<file path="src/rtl/logic_unit_pkg.sv">
// Opcode encoding shared by the logic unit and later ALU blocks.
package logic_unit_pkg;

   localparam logic [3:0] OP_AND   = 4'd0;
   localparam logic [3:0] OP_OR    = 4'd1;
   localparam logic [3:0] OP_NOT   = 4'd2;
   localparam logic [3:0] OP_NAND  = 4'd3;
   localparam logic [3:0] OP_NOR   = 4'd4;
   localparam logic [3:0] OP_XOR   = 4'd5;
   localparam logic [3:0] OP_XNOR  = 4'd6;
   localparam logic [3:0] OP_PASSB = 4'd7;
   localparam logic [3:0] OP_LAST  = OP_PASSB;

   function automatic logic op_legal(input logic [3:0] op);
      return op <= OP_LAST;
   endfunction

endpackage

</file>
<file path="src/rtl/logic_op_core.sv">
// Combinational bitwise operation selected by a 4-bit opcode.
// Illegal opcodes return zero and raise err_o.
module logic_op_core #(
   parameter int WIDTH = 8
) (
   input  logic [3:0]       op_i,
   input  logic [WIDTH-1:0] a_i,
   input  logic [WIDTH-1:0] b_i,
   output logic [WIDTH-1:0] y_o,
   output logic             err_o
);
   import logic_unit_pkg::*;

   always_comb begin
      y_o   = '0;
      err_o = !op_legal(op_i);
      case (op_i)
         OP_AND:   y_o = a_i & b_i;
         OP_OR:    y_o = a_i | b_i;
         OP_NOT:   y_o = ~a_i;
         OP_NAND:  y_o = ~(a_i & b_i);
         OP_NOR:   y_o = ~(a_i | b_i);
         OP_XOR:   y_o = a_i ^ b_i;
         OP_XNOR:  y_o = ~(a_i ^ b_i);
         OP_PASSB: y_o = b_i;
         default:  y_o = '0;
      endcase
   end

endmodule

</file>
<file path="src/rtl/logic_unit_pipe.sv">
// Two-stage pipelined bitwise unit with chaining accumulator; 2-cycle latency.
// valid/ready both sides, in_ready is combinational from out_ready (no skid), full rate when unstalled.
module logic_unit_pipe #(
   parameter int WIDTH = 8
) (
   input  logic             clk,
   input  logic             rst,
   input  logic             in_valid,
   output logic             in_ready,
   input  logic [3:0]       op,
   input  logic [WIDTH-1:0] a,
   input  logic [WIDTH-1:0] b,
   input  logic             use_acc,
   input  logic             acc_wr,
   input  logic             acc_clr,
   output logic             out_valid,
   input  logic             out_ready,
   output logic [WIDTH-1:0] y,
   output logic             zero,
   output logic             parity,
   output logic             err,
   output logic [WIDTH-1:0] acc
);
   import logic_unit_pkg::*;

   typedef struct packed {
      logic [3:0]       op;
      logic [WIDTH-1:0] a;
      logic [WIDTH-1:0] b;
      logic             use_acc;
      logic             acc_wr;
   } s1_t;

   s1_t              s1_q, s1_d;
   logic             s1_valid_q, s1_valid_d;
   logic             s2_valid_q, s2_valid_d;
   logic [WIDTH-1:0] y_q, y_d;
   logic             err_q, err_d;
   logic [WIDTH-1:0] acc_q, acc_d;

   logic             s2_load;
   logic             s2_adv;
   logic [WIDTH-1:0] core_a;
   logic [WIDTH-1:0] core_y;
   logic             core_err;

   assign s2_load  = !s2_valid_q || out_ready;
   assign s2_adv   = s2_load && s1_valid_q;
   assign in_ready = !s1_valid_q || s2_load;

   // acc is read as the entry leaves S1, so a preceding acc_wr op has already landed.
   assign core_a = s1_q.use_acc ? acc_q : s1_q.a;

   logic_op_core #(.WIDTH(WIDTH)) u_core (
      .op_i  (s1_q.op),
      .a_i   (core_a),
      .b_i   (s1_q.b),
      .y_o   (core_y),
      .err_o (core_err)
   );

   always_comb begin
      s1_d       = s1_q;
      s1_valid_d = s1_valid_q;
      s2_valid_d = s2_valid_q;
      y_d        = y_q;
      err_d      = err_q;
      acc_d      = acc_q;

      if (in_ready) begin
         s1_valid_d = in_valid;
         if (in_valid) begin
            s1_d.op      = op;
            s1_d.a       = a;
            s1_d.b       = b;
            s1_d.use_acc = use_acc;
            s1_d.acc_wr  = acc_wr;
         end
      end

      if (s2_load) begin
         s2_valid_d = s1_valid_q;
         if (s1_valid_q) begin
            y_d   = core_y;
            err_d = core_err;
         end
      end

      if (acc_clr) begin
         acc_d = '0;
      end else if (s2_adv && s1_q.acc_wr && !core_err) begin
         acc_d = core_y;
      end
   end

   always_ff @(posedge clk) begin
      if (rst) begin
         s1_q       <= '0;
         s1_valid_q <= 1'b0;
         s2_valid_q <= 1'b0;
         y_q        <= '0;
         err_q      <= 1'b0;
         acc_q      <= '0;
      end else begin
         s1_q       <= s1_d;
         s1_valid_q <= s1_valid_d;
         s2_valid_q <= s2_valid_d;
         y_q        <= y_d;
         err_q      <= err_d;
         acc_q      <= acc_d;
      end
   end

   assign out_valid = s2_valid_q;
   assign y         = y_q;
   assign zero      = (y_q == '0);
   assign parity    = ^y_q;
   assign err       = err_q;
   assign acc       = acc_q;

endmodule
</file>
<file path="config.mk">
export PLATFORM = sky130hd
export DESIGN_NAME = logic_unit_pipe
export DESIGN_NICKNAME = d
export VERILOG_FILES = /design/src/rtl/logic_unit_pkg.sv /design/src/rtl/logic_op_core.sv /design/src/rtl/logic_unit_pipe.sv
export SDC_FILE = /design/constraint.sdc
export NUM_CORES = 1
export LEC_CHECK = 0
export CORE_MARGIN = 2
export CORE_UTILIZATION = 47
export CTS_CLUSTER_SIZE = 10
export DETAILED_ROUTE_END_ITERATION = 10
export HOLD_SLACK_MARGIN = 0.02
export PLACE_DENSITY_LB_ADDON = 0.12
export SETUP_SLACK_MARGIN = 0.05
export SLEW_MARGIN = 10
export SYNTH_ARGS = -nofsm -noshare
export SYNTH_HDL_FRONTEND = slang
export SYNTH_SLANG_ARGS = --single-unit
</file>
<file path="constraint.sdc">
create_clock -name clk -period 2.5 [get_ports clk]
set_clock_uncertainty 0.15 [all_clocks]
set_input_delay 0.375 -clock clk [delete_from_list [all_inputs] [get_ports clk]]
set_output_delay 0.375 -clock clk [all_outputs]
set_load 0.05 [all_outputs]
</file>
==> flow_summary.toml, run 1 <==
[hold_path]
hold_path.class = "reg -> reg"

[route]
dr.pass1.iters = 4
drc = 0
wirelength_mm = 5.80
vias = 2250
ant_nets = 0
dr.first_iter.drc_count = 178
wire_per_inst_um = 13.5
vias_per_cell = 5.23

[layout]
design_area_um2 = 3180
fill_cells = 479
drive_gt1_frac = 0.108
num-nets-final = 406
syn_to_final_growth_pct = 28.1
diodes = 0

[pwr]
internal_power_mw = 1.12
p_sw_mw = 0.525
combPwrFrac = 0.279
p_sw_frac = 0.319
irDropWorstVdd_mv = 0.397
p_seq_frac = 0.439
p_leak_nw = 1.25
p_per_area_nw_per_um2 = 517
p_clk_frac = 0.281

[timing]
rsz0062_at_grt = "yes"
fin_setup_tns_ns = 0
min_period_over_period = 0.946
tightest_slew_ns = 0.514
finalHoldViolCount = 0
fin_crit_ns = 2.37
setup_viol = 0
slew_headroom = 0.656
fmax_ghz = 0.423
final_max_slew_viol_count = 0

[yosys]
synthFlopType = "dfxtp_1"
syn-cell-area_um2 = 2480
yosysMostFrequentCell = "nand2_1"
synth_nets = 360
yosysUniqueCellTypes = 33
yosysTopAreaCell = "dfxtp_1"
yosys_warnings = 0
yosysTopAreaCellShare = 0.330
syn_inst = 313
synth_edf_count = 0
synth_common_cells = "nand2_1 (58), dfxtp_1 (41), inv_1 (27)"
synth_seq_cells = 41
avgSynthCellArea_um2 = 7.93
netlist_top_cells_area = "dfxtp_1 (33%), ha_1 (10%), nand2_1 (8.8%)"
synthArstFlopShare = 0
yosysSeqAreaShare = 0.330

[critical_path]
r2r_slack_ns = 0.13
cp_num_buf_inv = 0
end_kind = "register"
r2r_cells = 6
path_cells = "mux2i_2, ha_1, or2b_1, mux4_2, or2_0, a311oi_2"
path_depth = 6
path_class = "reg -> reg"
start_kind = "register"
cp_max_fo = 4
cpPeakStageDelay_ns = 0.46
timing.rr.end = "y[5]"
critPathCapture = "y[5]"
crit_start = "s1_q[1]"
cpMaxStageDelayCell = "mux4_2"
critPathArrivalTime_ns = 2.43
crit_family = "multiplexers"
cp_data_required_time_ns = 2.56
worstReg2RegStart = "s1_q[1]"

[grt]
overflow = 0
antenna_found_initial = 0
grt_max_degree = 34
gr-usage-all-layers = 0.217
grt_pass1_vias = 2169
grt_pass1_wl_mm = 10.3

[clock_tree]
cts_max_path_buffers = 2
numCtsBuffers = 5
clkLatencyLatePin_ns = 0.30
root_buffer = "clkbuf_8"
cts.sinks = 41
clk_pin_slew_worst_paths_ns = 0.08
cts_tree = "yes"
htreeDepth = 2

[floorplan]
ioPinCount = 48
die_h_um = 76.7
start_util = 0.486
core_area_um2 = 5110
die_w_um = 76.7
rows = 26
die_area_um2 = 5880

[place]
gp_congestion = 0.941
hpwlAfterDp_mm = 4.46
port_buffers = 47
place_area_um2 = 3050

[run_status]
status = "completed"

[flow_run]
cap_viol_max_count = 0
[layout by cell type, fill, tap and decap left out, types with 3 or more instances in the layout]
master / count
nand2_1: 58
clkdlybuf4s50_1: 45
dfxtp_1: 38
inv_1: 27
a21oi_1: 26
nor2_1: 21
ha_1: 20
buf_4: 13
mux2i_1: 10
nor2b_1: 9
o21ai_0: 9
a31oi_1: 8
nand2b_1: 7
a222oi_1: 7
o22ai_1: 7
a311oi_1: 6
or2_0: 6
clkbuf_8: 6
nor3_1: 4
o21bai_1: 4
mux2i_2: 3
mux4_2: 3
dfxtp_2: 3
[how the worst min path moves through the flow]
stage,startpoint,end,depth (start not counted)
global route,s1_q[13],s1_q[13],2
CTS,s1_q[13],s1_q[13],2
detailed placement,s1_q[17],s1_q[17],2
floorplan,s1_q[0],s1_q[0],2
finish,s1_q[13],s1_q[13],2
global placement,s1_q[0],s1_q[0],2
[sequential cells by signal, summed over array words and instances (netlist names)]
name and cells:
acc 8, s1_valid_q 1, y 8, s1_q 22
err 1, out_valid 1
[worst reg2reg max path, delay by kind of cell (launching register included)]
family | cells | cell delay, ns
AO/OA/AOI/OAI | 1 | 0.27
adder cells (fa/ha/maj) | 1 | 0.28
flip-flops | 1 | 0.40
multiplexers | 2 | 0.74
AND/OR/NAND/NOR | 2 | 0.44
[layout make-up]
| class | instances | area [um^2] | share of cell area |
|---|---|---|---|
| multi-input combinational | 225 | 1500 | 0.473 |
| clock buffer | 6 | 82.6 | 0.0260 |
| clock inverter | 2 | 13.8 | 0.00433 |
| timing repair buffer | 59 | 568 | 0.179 |
| tap | 70 | 87.6 | 0.0275 |
| sequential | 41 | 825 | 0.259 |
| inverter | 27 | 101 | 0.0319 |
[per-layer routing]
layer | vias to the layer above | global-route usage | routed length (um)
met4 | 0 | 0.0655 | 68
met2 | 59 | 0.364 | 2680
met5 | - | 0 | 0
met3 | 7 | 0.0447 | 293
met1 | 1022 | 0.280 | 2760
li1 | 1162 | - | -
[power by group through the flow]
stage	clock network [mW]	registers [mW]	logic, mW
final	0.463	0.723	0.459
after global routing	0.506	0.729	0.504
after CTS	0.472	0.722	0.456
after detailed placement	0	0.737	0.453
after global placement	0	0.736	0.445
after floorplan	0	0.761	0.262
[per-stage QoR]
stage          setup slack [ns]  total power, mW  hold slack, ns  instances   util
2_1_floorplan             0.121             1.02           0.282        313      -
3_3_place_gp              0.174             1.18           0.304        421  0.598
3_5_place_dp              0.116             1.19           0.315        421  0.598
4_1_cts                  0.0904             1.65           0.326        429  0.617
5_1_grt                  0.0108             1.74           0.348        430  0.623
6_report                  0.134             1.64           0.324        430  0.623
[cell families (layout without fill, tap and decap cells)]
group	count (synthesis)	in the layout	share of synthesized area
xor+xnor	3	3	0.0106
mux	17	17	0.0841
flops	41	41	0.330
compound gates	71	71	0.183
buf+inv	47	94	0.0766
fa+ha+maj	20	20	0.101
simple gates	114	114	0.215
[repair_timing]
item | 4_1_cts | 5_1_grt
buffers inserted | 0 | 1
endpoints found under the setup margin | 0 | 6
gates resized for setup | 0 | 6
hold buffers | 0 | 0
Note: power is estimated with default switching activity, not from simulation.
==> run 2: changes to the inputs <==
CAP_MARGIN = 30   (was default)
CORE_UTILIZATION = 32   (was 47)
CTS_CLUSTER_SIZE = 30   (was 10)
==> run 2 against run 1 <==
Compared with the run above: final cell count up 7.4%; sequential power about the same; flip-flop and latch count unchanged; critical path depth down 2; total power up 6.6%; worst setup slack better by 0.032 ns; sequential share of layout area down 0.39 points; die area up 44%.
==> flow_summary.toml, run 2 (synthesized netlist as in run 1, its figures left out) <==
[pwr]
irDropWorstVdd_mv = 0.241
p_leak_nw = 1.26
p_per_area_nw_per_um2 = 541

[floorplan]
die_area_um2 = 8480
die_w_um = 92.1
die_h_um = 92.1
ioPinCount = 48
core_area_um2 = 7610
rows = 32
start_util = 0.326

[layout]
largest_reg_flops = 22
drive_gt1_frac = 0.100
diodes = 0
top_register = "s1_q"
syn_to_final_growth_pct = 30.5
final_common_cell = "nand2_1"
layout.cells.non_filler = 462
num-nets-final = 406
layout_common_cells = "nand2_1 (58), clkdlybuf4s50_1 (45), dfxtp_1 (38)"

[clock_tree]
numCtsBuffers = 5
root_buffer = "clkbuf_8"
htreeDepth = 2
cts_tree = "yes"
cts.sinks = 41
clk_pin_slew_worst_paths_ns = 0.08
postCtsSetupRepairBufs = 0
clkLatencyLatePin_ns = 0.30
cts_max_path_buffers = 2

[grt]
overflow = 0
gr-usage-all-layers = 0.163
antenna_found_initial = 0
grt_pass1_vias = 2062
grt_max_degree = 34
grt_pass1_wl_mm = 10.8

[place]
dp_cells = 454
gp_congestion = 0.830
pre_cts_slack_ns = 0.0264
hpwlAfterDp_mm = 4.91
port_buffers = 47

[timing]
min_period_over_period = 0.933
finalHoldViolCount = 0
worst_slack_ns = 0.167
rsz0062_at_grt = "yes"
fin_crit_ns = 2.33
fmax_ghz = 0.429
tightest_slew_ns = 0.667
final_max_slew_viol_count = 0
slew_headroom = 0.554
fin_setup_tns_ns = 0
setup_viol = 0

[critical_path]
cp_max_fo = 3
path_class = "reg -> out"
cp_data_required_time_ns = 1.98
end_kind = "primary output"
critPathArrivalTime_ns = 1.81
start_kind = "register"

[route]
dr.first_iter.drc_count = 142
ant_nets = 0
vias = 2271
drc = 0
dr.pass1.iters = 9
vias_per_cell = 4.92
wirelength_mm = 6.71
wire_per_inst_um = 14.5

[run_status]
status = "completed"

[flow_run]
cap_viol_max_count = 0

[hold_path]
hold_path.class = "reg -> reg"
[run 2: cell types whose count changed in the layout (fill, tap and decap cells not counted), sizes merged]
| cell | previous run | this run |
|---|---|---|
| clkbuf | 6 | 7 |
| clkinv | 2 | 0 |
| bufinv | 0 | 1 |
[run 2: layout make-up]
type	count	area [um^2]
clock buffers	7	86.3
inverters	27	101
repair buffers	59	568
flip-flops and latches	41	827
fillers	784	4370
well taps	102	128
multi-input cells	225	1500
clock inverters	1	30.0
[run 2: worst paths after layout]
path,from,endpoint,slack [ns],depth (start not counted)
worst min register to register,s1_q[0],s1_q[0],0.31,2
worst max register to register,s1_q[1],y[7],0.19,7
worst max-delay path,y[4],zero,0.17,4
worst min-delay path,s1_q[0],s1_q[0],0.31,2
[run 2: timing repair]
| item | CTS | global route |
|---|---|---|
| resized for setup | 1 | 5 |
| hold buffers | 0 | 0 |
| setup endpoints to repair | 1 | 10 |
[run 2: worst max-delay path, cell delays in order, from the launching register on]
cell and delay, ns:
dfxtp_1 0.35, inv_1 0.07, ha_1 0.14, and4_1 0.16
clkdlybuf4s50_1 0.79
[run 2: metal layers]
layer | vias up | track usage | routed length, um
li1 | 1164 | - | -
met3 | 5 | 0.0222 | 298
met5 | - | 0 | 0
met2 | 64 | 0.265 | 3080
met1 | 1038 | 0.226 | 3260
met4 | 0 | 0.0485 | 73
[run 2: metrics by stage]
stage	total power [mW]	utilization	area, um^2	hold slack (ns)
2_1_floorplan	1.02	-	2490	0.282
3_3_place_gp	1.19	0.408	3100	0.298
3_5_place_dp	1.20	0.408	3100	0.298
4_1_cts	1.78	0.423	3220	0.310
5_1_grt	1.84	0.426	3240	0.336
6_report	1.75	0.426	3240	0.307
[run 2: report_power, final]
group	leakage, nW	switching [mW]	total (mW)	internal (mW)
Clock	0.0585	0.245	0.571	0.326
Combinational	0.863	0.252	0.463	0.210
Sequential	0.338	0.0352	0.720	0.685
Total	1.26	0.533	1.75	1.22
==> run 3: changes to the inputs <==
RECOVER_POWER = 100   (was default)
==> run 3 against run 2 <==
Compared with the run above: combinational power is 8.9% lower; largest cell class unchanged; final area is 1.1% lower; worst setup slack worse by 0.060 ns; critical path type unchanged; die area stayed put; global-route usage stayed put.
==> flow_summary.toml, run 3 (synthesized netlist as in run 1, its figures left out) <==
[timing]
tightest_slew_ns = 0.726
setup_viol = 0
rsz0062_at_grt = "yes"
min_period_over_period = 0.957
fin_crit_ns = 2.39
finalHoldViolCount = 0
slew_headroom = 0.516
final_max_slew_viol_count = 0
fin_setup_tns_ns = 0
hold-worst-slack_ns = 0.308
fmax_ghz = 0.418

[run_status]
status = "completed"

[clock_tree]
numCtsBuffers = 5
cts_max_path_buffers = 2
cts.sinks = 41
clk_pin_slew_worst_paths_ns = 0.08
htreeDepth = 2
root_buffer = "clkbuf_8"
cts_tree = "yes"
clkLatencyLatePin_ns = 0.29

[place]
place_area_um2 = 3100
port_buffers = 47
hpwlAfterDp_mm = 4.91
gp_congestion = 0.830
dp_cells = 454

[layout]
drive_gt1_frac = 0.0944
final_common_cell = "nand2_1"
top_register = "s1_q"
layout.cells.non_filler = 462
syn_to_final_growth_pct = 29.1
fill_cells = 792
design_area_um2 = 3210
diodes = 0
largest_reg_flops = 22
num-nets-final = 406
utilization = 0.421
layout_common_cells = "nand2_1 (58), dfxtp_1 (38), inv_1 (27)"

[grt]
grt_pass1_vias = 2062
grt_pass1_wl_mm = 10.8
antenna_found_initial = 0
met2_usage = 0.265
gr-usage-all-layers = 0.163
grtUsageMet3 = 0.0222
busiest_layer = "met2"
grt_util_met1 = 0.226
overflow = 0
grt_max_degree = 34

[route]
wire_per_inst_um = 14.5
vias_per_cell = 4.83
wirelength_mm = 6.70
ant_nets = 0
vias = 2233
dr.first_iter.drc_count = 169
dr.pass1.iters = 4
drc = 0

[critical_path]
r2r_cells = 6
cp_max_fo = 3
critPathArrivalTime_ns = 1.87
end_kind = "primary output"
r2r_slack_ns = 0.14
path_class = "reg -> out"
cp_data_required_time_ns = 1.98
start_kind = "register"

[floorplan]
start_util = 0.326
die_area_um2 = 8480
die_w_um = 92.1
rows = 32
die_h_um = 92.1
core_area_um2 = 7610
ioPinCount = 48

[hold_path]
hold_path.class = "reg -> reg"
holdPathStages = 2

[flow_run]
cap_viol_max_count = 0

[pwr]
irDropWorstVdd_mv = 0.237
p_per_area_nw_per_um2 = 533
p_leak_nw = 1.31
[run 3: cell count changes in the layout (fill, tap and decap cells not counted)]
cell             before  now
clkbuf_1              1    2
mux2i_2               2    3
mux2i_4               1    0
clkbuf_2              0    4
clkdlybuf4s50_1      45   25
buf_4                13    9
mux2_2                1    0
dlygate4sd3_1         0   20
buf_12                1    0
mux2_1                0    1
[run 3: path summary, 6_finish.rpt]
check                              from      end
worst min-delay path            s1_q[0]  s1_q[0]
worst min register to register  s1_q[0]  s1_q[0]
worst max register to register  s1_q[1]     y[4]
worst max-delay path               y[4]     zero
[run 3: layout make-up]
cell class              instances  area, um^2  area share
well taps                     102         128      0.0398
flip-flops and latches         41         827       0.258
clock buffers                   7        86.3      0.0269
clock inverters                 1        30.0     0.00937
inverters                      27         101      0.0316
repair buffers                 59         542       0.169
multi-input cells             225        1490       0.465
[run 3: routing by layer]
| layer | vias up | share of wire |
|---|---|---|
| li1 | 1163 | - |
| met5 | - | 0 |
| met1 | 1009 | 0.49 |
| met2 | 55 | 0.46 |
| met4 | 0 | 0.010 |
| met3 | 6 | 0.043 |
[run 3: report_power, final]
| part | internal [mW] | switching [mW] |
|---|---|---|
| clock network | 0.326 | 0.241 |
| logic | 0.174 | 0.248 |
| registers | 0.685 | 0.0345 |
[run 3: repair_timing]
action	4_1_cts	5_1_grt
cloned	0	0
endpoints found under the setup margin	1	10
hold buffers	0	0
resized for setup	1	5
pin swaps	0	0
hold endpoints to repair	0	0
buffers inserted	0	0
[run 3: worst max-delay path: stages, from the launching register on]
cell           delay (ns)
dfxtp_1              0.35
inv_1                0.07
ha_1                 0.14
and4_1               0.16
dlygate4sd3_1        0.86
[run 3: per-stage QoR]
stage               power (mW)  setup slack (ns)
finish                    1.71             0.106
global route              1.80            0.0304
CTS                       1.78            0.0419
detailed placement        1.20            0.0264
global placement          1.19             0.112
floorplan                 1.02             0.121
